`config.mk`:
```
export PLATFORM = sky130hd
export DESIGN_NAME = serial_adder_fsm
export DESIGN_NICKNAME = d
export VERILOG_FILES = /design/src/rtl/serial_adder_pkg.sv /design/src/rtl/full_adder_cell.sv /design/src/rtl/serial_adder_fsm.sv
export SDC_FILE = /design/constraint.sdc
export NUM_CORES = 1
export LEC_CHECK = 0
export ABC_AREA = 1
export ABC_CLOCK_PERIOD_IN_PS = 3950
export CAP_MARGIN = 10
export CORE_UTILIZATION = 30
export DETAILED_ROUTE_END_ITERATION = 7
export GPL_TIMING_DRIVEN = 0
export PLACE_DENSITY = 0.61
export SLEW_MARGIN = 15
export SYNTH_ARGS = -nofsm -noshare
export SYNTH_HDL_FRONTEND = slang
export SYNTH_SLANG_ARGS = --single-unit
```
`constraint.sdc`:
```
create_clock -name clk -period 3.95 [get_ports clk]
set_input_delay 0.79 -clock clk [delete_from_list [all_inputs] [get_ports clk]]
set_output_delay 0.79 -clock clk [all_outputs]
set_load 0.005 [all_outputs]
```
`src/rtl/serial_adder_pkg.sv`:
```
`default_nettype none
// ---------------------------------------------------------------------------
// serial_adder_pkg : shared state encoding and default width for the adder
// Revision 1.0
// ---------------------------------------------------------------------------
package serial_adder_pkg;

  localparam int DEFAULT_WIDTH = 8;

  localparam logic [1:0] S_IDLE = 2'b00;
  localparam logic [1:0] S_RUN  = 2'b01;
  localparam logic [1:0] S_DONE = 2'b10;

endpackage
`default_nettype wire

```
`src/rtl/full_adder_cell.sv`:
```
`default_nettype none
// ---------------------------------------------------------------------------
// full_adder_cell : single-bit combinational full adder
// Revision 1.0
// ---------------------------------------------------------------------------
module full_adder_cell (
  input  logic x_i,
  input  logic y_i,
  input  logic ci_i,
  output logic s_o,
  output logic co_o
);

  assign s_o  = x_i ^ y_i ^ ci_i;
  assign co_o = (x_i & y_i) | (ci_i & (x_i ^ y_i));

endmodule
`default_nettype wire

```
`src/rtl/serial_adder_fsm.sv`:
```
`default_nettype none
// ---------------------------------------------------------------------------
// serial_adder_fsm : bit-serial WIDTH-bit adder/subtractor, LSB first
// Revision 1.0
// ---------------------------------------------------------------------------
module serial_adder_fsm
  import serial_adder_pkg::*;
#(
  parameter int WIDTH = DEFAULT_WIDTH
) (
  input  logic             clk,
  input  logic             reset,
  input  logic             start_i,
  input  logic             sub_i,
  input  logic [WIDTH-1:0] a_i,
  input  logic [WIDTH-1:0] b_i,
  output logic             busy_o,
  output logic             done_o,
  output logic [WIDTH-1:0] sum_o,
  output logic             cout_o,
  output logic             overflow_o
);

  localparam int            CW       = $clog2(WIDTH);
  localparam logic [CW-1:0] CNT_LAST = CW'(WIDTH - 1);
  localparam logic [CW-1:0] CNT_PEN  = CW'(WIDTH - 2);

  logic [1:0]       state_q, state_d;
  logic [WIDTH-1:0] opa_q, opa_d;
  logic [WIDTH-1:0] opb_q, opb_d;
  logic [WIDTH-1:0] res_q, res_d;
  logic [WIDTH-1:0] sum_q, sum_d;
  logic [CW-1:0]    cnt_q, cnt_d;
  logic             carry_q, carry_d;
  logic             cinm_q, cinm_d;
  logic             cout_q, cout_d;
  logic             ovf_q, ovf_d;
  logic             w_s;
  logic             w_co;

  full_adder_cell u_fa (
    .x_i  (opa_q[0]),
    .y_i  (opb_q[0]),
    .ci_i (carry_q),
    .s_o  (w_s),
    .co_o (w_co)
  );

  always_comb begin
    state_d = state_q;
    opa_d   = opa_q;
    opb_d   = opb_q;
    res_d   = res_q;
    sum_d   = sum_q;
    cnt_d   = cnt_q;
    carry_d = carry_q;
    cinm_d  = cinm_q;
    cout_d  = cout_q;
    ovf_d   = ovf_q;
    case (state_q)
      S_IDLE: begin
        if (start_i) begin
          // Subtraction is a + ~b + 1: invert B and seed the carry with 1.
          opa_d   = a_i;
          opb_d   = sub_i ? ~b_i : b_i;
          carry_d = sub_i;
          cnt_d   = '0;
          state_d = S_RUN;
        end
      end
      S_RUN: begin
        res_d   = {w_s, res_q[WIDTH-1:1]};
        opa_d   = opa_q >> 1;
        opb_d   = opb_q >> 1;
        carry_d = w_co;
        if (cnt_q == CNT_PEN) begin
          cinm_d = w_co;
        end
        if (cnt_q == CNT_LAST) begin
          sum_d   = {w_s, res_q[WIDTH-1:1]};
          cout_d  = w_co;
          ovf_d   = cinm_q ^ w_co;
          state_d = S_DONE;
        end else begin
          cnt_d = cnt_q + 1'b1;
        end
      end
      S_DONE: begin
        state_d = S_IDLE;
      end
      default: begin
        state_d = S_IDLE;
      end
    endcase
  end

  always_ff @(posedge clk) begin
    if (reset) begin
      state_q <= S_IDLE;
      opa_q   <= '0;
      opb_q   <= '0;
      res_q   <= '0;
      sum_q   <= '0;
      cnt_q   <= '0;
      carry_q <= 1'b0;
      cinm_q  <= 1'b0;
      cout_q  <= 1'b0;
      ovf_q   <= 1'b0;
    end else begin
      state_q <= state_d;
      opa_q   <= opa_d;
      opb_q   <= opb_d;
      res_q   <= res_d;
      sum_q   <= sum_d;
      cnt_q   <= cnt_d;
      carry_q <= carry_d;
      cinm_q  <= cinm_d;
      cout_q  <= cout_d;
      ovf_q   <= ovf_d;
    end
  end

  assign busy_o     = (state_q == S_RUN) || (state_q == S_DONE);
  assign done_o     = (state_q == S_DONE);
  assign sum_o      = sum_q;
  assign cout_o     = cout_q;
  assign overflow_o = ovf_q;

endmodule
`default_nettype wire

```
# Word-level counts from Yosys, hierarchy flattened
# Index checks and enable logic that the tools add are counted.
# classes
mux	13
n_eq_ne	7
bitwise_logic	7
n_reduce_logical	8
addsub	1
# op_table
cell	count
case mux 8 bit (2 select lines)	2
two-way mux 8 bit	3
inverter 8 bit	1
AND reduction 2 bit	4
equality test 3 bit (second input constant)	2
two-way mux 3 bit	2
!= test 2 bit (second input constant)	3
case mux 3 bit (2 select lines)	1
two-way mux 2 bit	2
case mux 2 bit (2 select lines)	1
adder 3 x 1 -> 3 bit (second input constant)	1
AND reduction 3 bit	1
bitwise XOR 1 bit	3
bitwise AND 1 bit	2
equality test 2 x 1 -> 1 bit (second input constant)	1
equality test 2 bit (second input constant)	1
logical NOT 2 bit	1
case mux 1 bit (2 select lines)	1
nonzero test 2 bit	1
logical OR 1 bit	1
two-way mux 1 bit	1
bitwise OR 1 bit	1
# word_totals
out_inout_bits	12
ff_bits	41
input_bits	20
word_cells	46

# Longest topological paths before layout
# logic_depth
word_depth	4
depth_mapped	8
mapped_depth_nobuf	8

# Modules after synthesis
# A second synthesis with hierarchy kept.
# hier_totals
cells_unflattened	286
hier_area_um2	1931.9
# by_module_without_submodules
module	seq_area_each_um2	cells_each	area_each_um2	n_inst
serial_adder_fsm	800.8	285	1911.8	1
full_adder_cell	0.0	1	20.0	1

# Worst setup path after synthesis
# OpenSTA, ideal clock, no wires.
# synth_timing
kind	reg2out
startpoint	reg state_q[0]
endpoint	out busy_o
path_buffers	0
required_time_ps	3160
t_arrival_ps	722
slack_ps	2438
stages_incl_launch_ff	3
path_cell_list	dfxtp_1 inv_1 ha_1
# synth_via
elab_chain_cells	2
elab_cells_between_ends	3
classes_between	2 x eq/ne; 1 x reduce/logical
# synth_lines
item	line	rtl
start, declared	serial_adder_fsm.sv:28	logic [1:0] state_q, state_d;
start signal, assigned	serial_adder_fsm.sv:110	state_q <= state_d;
equality test 2 x 1 -> 1 bit or equality test 2 bit (tied branches)	serial_adder_fsm.sv:123	assign busy_o = (state_q == S_RUN) || (state_q == S_DONE);
logical OR 1 bit *	serial_adder_fsm.sv:123	
end, declared	serial_adder_fsm.sv:17	output logic busy_o,
# Every way passes the cells marked *; elsewhere a longest branch is shown, timed or not.

# Worst setup path after layout
# Same ends and word-level chain as after synthesis.

==> metrics.txt <==
CTS root buf clkbuf_8; Ant. Diodes 0; post-DP HPWL between 3000 and 4000 um; CTS tree yes; CP Buf/Inv Count 2; Power Density 647 mW/mm^2; Chip Width 81.9 um; Clock Latency Late Sink 290 ps; Crit Path Max Fanout 4; Mapped Nets 315; count of final setup violators 0; crit-path cells inv_1 -> ha_1 -> clkdlybuf4s50_1; Clock Pin Slew Worst Setup and Hold Paths around 70 ps; FF-to-FF End opb_q[3]; reg-to-reg startpoint state_q[0]; Clock Skew 8.95 ps; Tightest Pin Transition 438 ps; vias 1,748; Final Slew Violations 0; GRT overflow 0; mapped cell area ~0.0019 sq mm; layout cells sized above 1 7.12%; drt pass-1 iters 4; CTS buffer count 5; Post-Route WL 4170 um; Int Power 946 uW; unrepaired setup endpoints after global routing false; Place WS 1900 ps; Placed Cells 390; worst path required time 3160 ps; Core Footprint 0.00603 sq mm; DIE AREA 0.00671 sq mm; Max Root-Sink Buffers 2; number of global-route vias before repair 1,486; Net Switching between 600 and 700 uW; Via density around 4.4; die span in y roughly 80 um; Worst Setup SP state_q[0]; Post-Place Cell Area between 0.002 and 0.0025 sq mm; Residual DRC 0; first-pass GRT wire length approximately 6800 um; Critical Path Source Type flop; largest net degree at the start of global routing 14; arrival time worst endpoint 1550 ps; design area 0.00241 sq mm; synth warn 0; fin crit period 2340 ps; # IOs 32; Layout Nets 351; reg2reg setup slack 2320 ps; Hold Crit Class reg2reg; crit path capture type output port; Reg power frac between 30% and 40%; Reg2Reg Depth 7; max cap viols 0; WP depth 3; Final Hold Fails 0; initial antenna violation count 0; critical path's slowest cell clkdlybuf4s50_1; CP max stage delay approximately 500 ps; CTS resizes 0; worst setup path end busy_o; headroom to the max-slew limit 70.8%; hold_buf cts 0; detailed router's first-iteration violation count 44; Mapped Cells 286; Unique masters post-synth 19; peak supply drop 0.000205 V; status finished, final reports clean; area delta synth->final 25.9%; Seq/Total Area, Yosys 41.8%; routability cong. 0.754; Post-CTS Setup Bufs 0; Comb power frac 42.4%; most frequent cells in the layout nand2_1, nor2_1, dfxtp_1, clkdlybuf4s50_1, o21ai_0; leakage power between 1 and 1.5 nW; total negative slack 0 ps; Tcrit/Tclk final 59.2%; Clock power frac a little over a fifth; DRT antenna net count 0; most common cell after layout, fill and taps aside nand2_1; fmax around 430 MHz; Initial Utilization 31.8%; WL per Instance 10.5 um; Setup WS post-layout 1610 ps; All-Layer GR Usage 13.4%; Sink Count 40; H-tree depth 2; register bit count reported by yosys 40; Sw Ratio 39.4%; Mean Syn Cell Area between 6 and 7 sq um; Setup Crit Path Kind reg2out; post-route insts no fill ~400; Crit path max-delay family buffers and inverters; PortBufs 29; row cnt 28
## layout make-up
cell class                      instances  area (sq um)
Buffer                                 14          81.3
Clock buffer                            5          68.8
Clock inverter                          3          42.5
Fill cell                             655          3610
Inverter                               18          67.6
Multi-Input combinational cell        214           966
Sequential cell                        40           801
Tap cell                               75          93.8
Timing Repair Buffer                   29           290
## tightest hold or removal path, delay by kind of cell, from the launching register on
family | cells | cell delay (ps)
and+or+nand+nor | 1 | 60
DFF | 1 | 310
AOI/OAI and AO/OA | 1 | 50
## registers in the layout, indices dropped and copies added, names as in the netlist
name        cells
overflow_o      1
opa_q           8
sum_o           8
opb_q           8
cnt_q           3
state_q         2
res_q           7
cout_o          1
cinm_q          1
carry_q         1
## routing by layer
metal / global-route usage [%] / part of all wire, %
met3: 3.22 / 4.2
met4: 4.74 / 0.98
met1: 17.2 / 49
met2: 21.8 / 46
met5: 0 / 0
## Yosys cell counts (all sizes together)
library cell	count	share of area, %
o21ai	31	8.5
nor2	72	14
buf	11	3.7
dfxtp	40	42
a21oi	11	2.9
inv	18	3.5
ha	8	5.2
nand3	5	1.3
fa	1	1.0
xnor2	1	0.46
clkbuf	3	0.59
nand2	84	17
nand4	1	0.33
## how the worst min path moves through the flow
stage	from	endpoint	slack, ps	cells after the start
4_1_cts	res_q[1]	res_q[1]	460	2
5_1_grt	res_q[1]	res_q[1]	500	2
2_1_floorplan	cinm_q	cinm_q	440	2
3_5_place_dp	res_q[1]	res_q[1]	450	2
3_3_place_gp	cinm_q	cinm_q	450	2
6_report	res_q[1]	res_q[1]	460	2
## through the flow
step | hold WS (ps) | util [%] | total power, mW
floorplan | 436 | - | 1.06
global placement | 447 | 38.2 | 1.23
detailed placement | 450 | 38.2 | 1.24
CTS | 462 | 40.0 | 1.58
global route | 495 | 40.0 | 1.71
finish | 460 | 40.0 | 1.56
## cells by family (layout without fill, tap and decap cells)
family	Yosys count	after routing	synth area share, %
compound gates	42	42	11.4
fa+ha+maj	9	9	6.27
flops	40	40	41.8
buf+inv	32	69	7.77
xor+xnor	1	1	0.457
simple gates	162	162	32.3
## power groups by stage
stage	clock, mW	sequential (mW)	combinational (mW)
detailed placement	0	0.575	0.667
finish	0.333	0.566	0.661
global placement	0	0.572	0.662
CTS	0.345	0.567	0.670
global route	0.358	0.578	0.777
floorplan	0	0.561	0.500
Power figures use the tool's default switching activity.
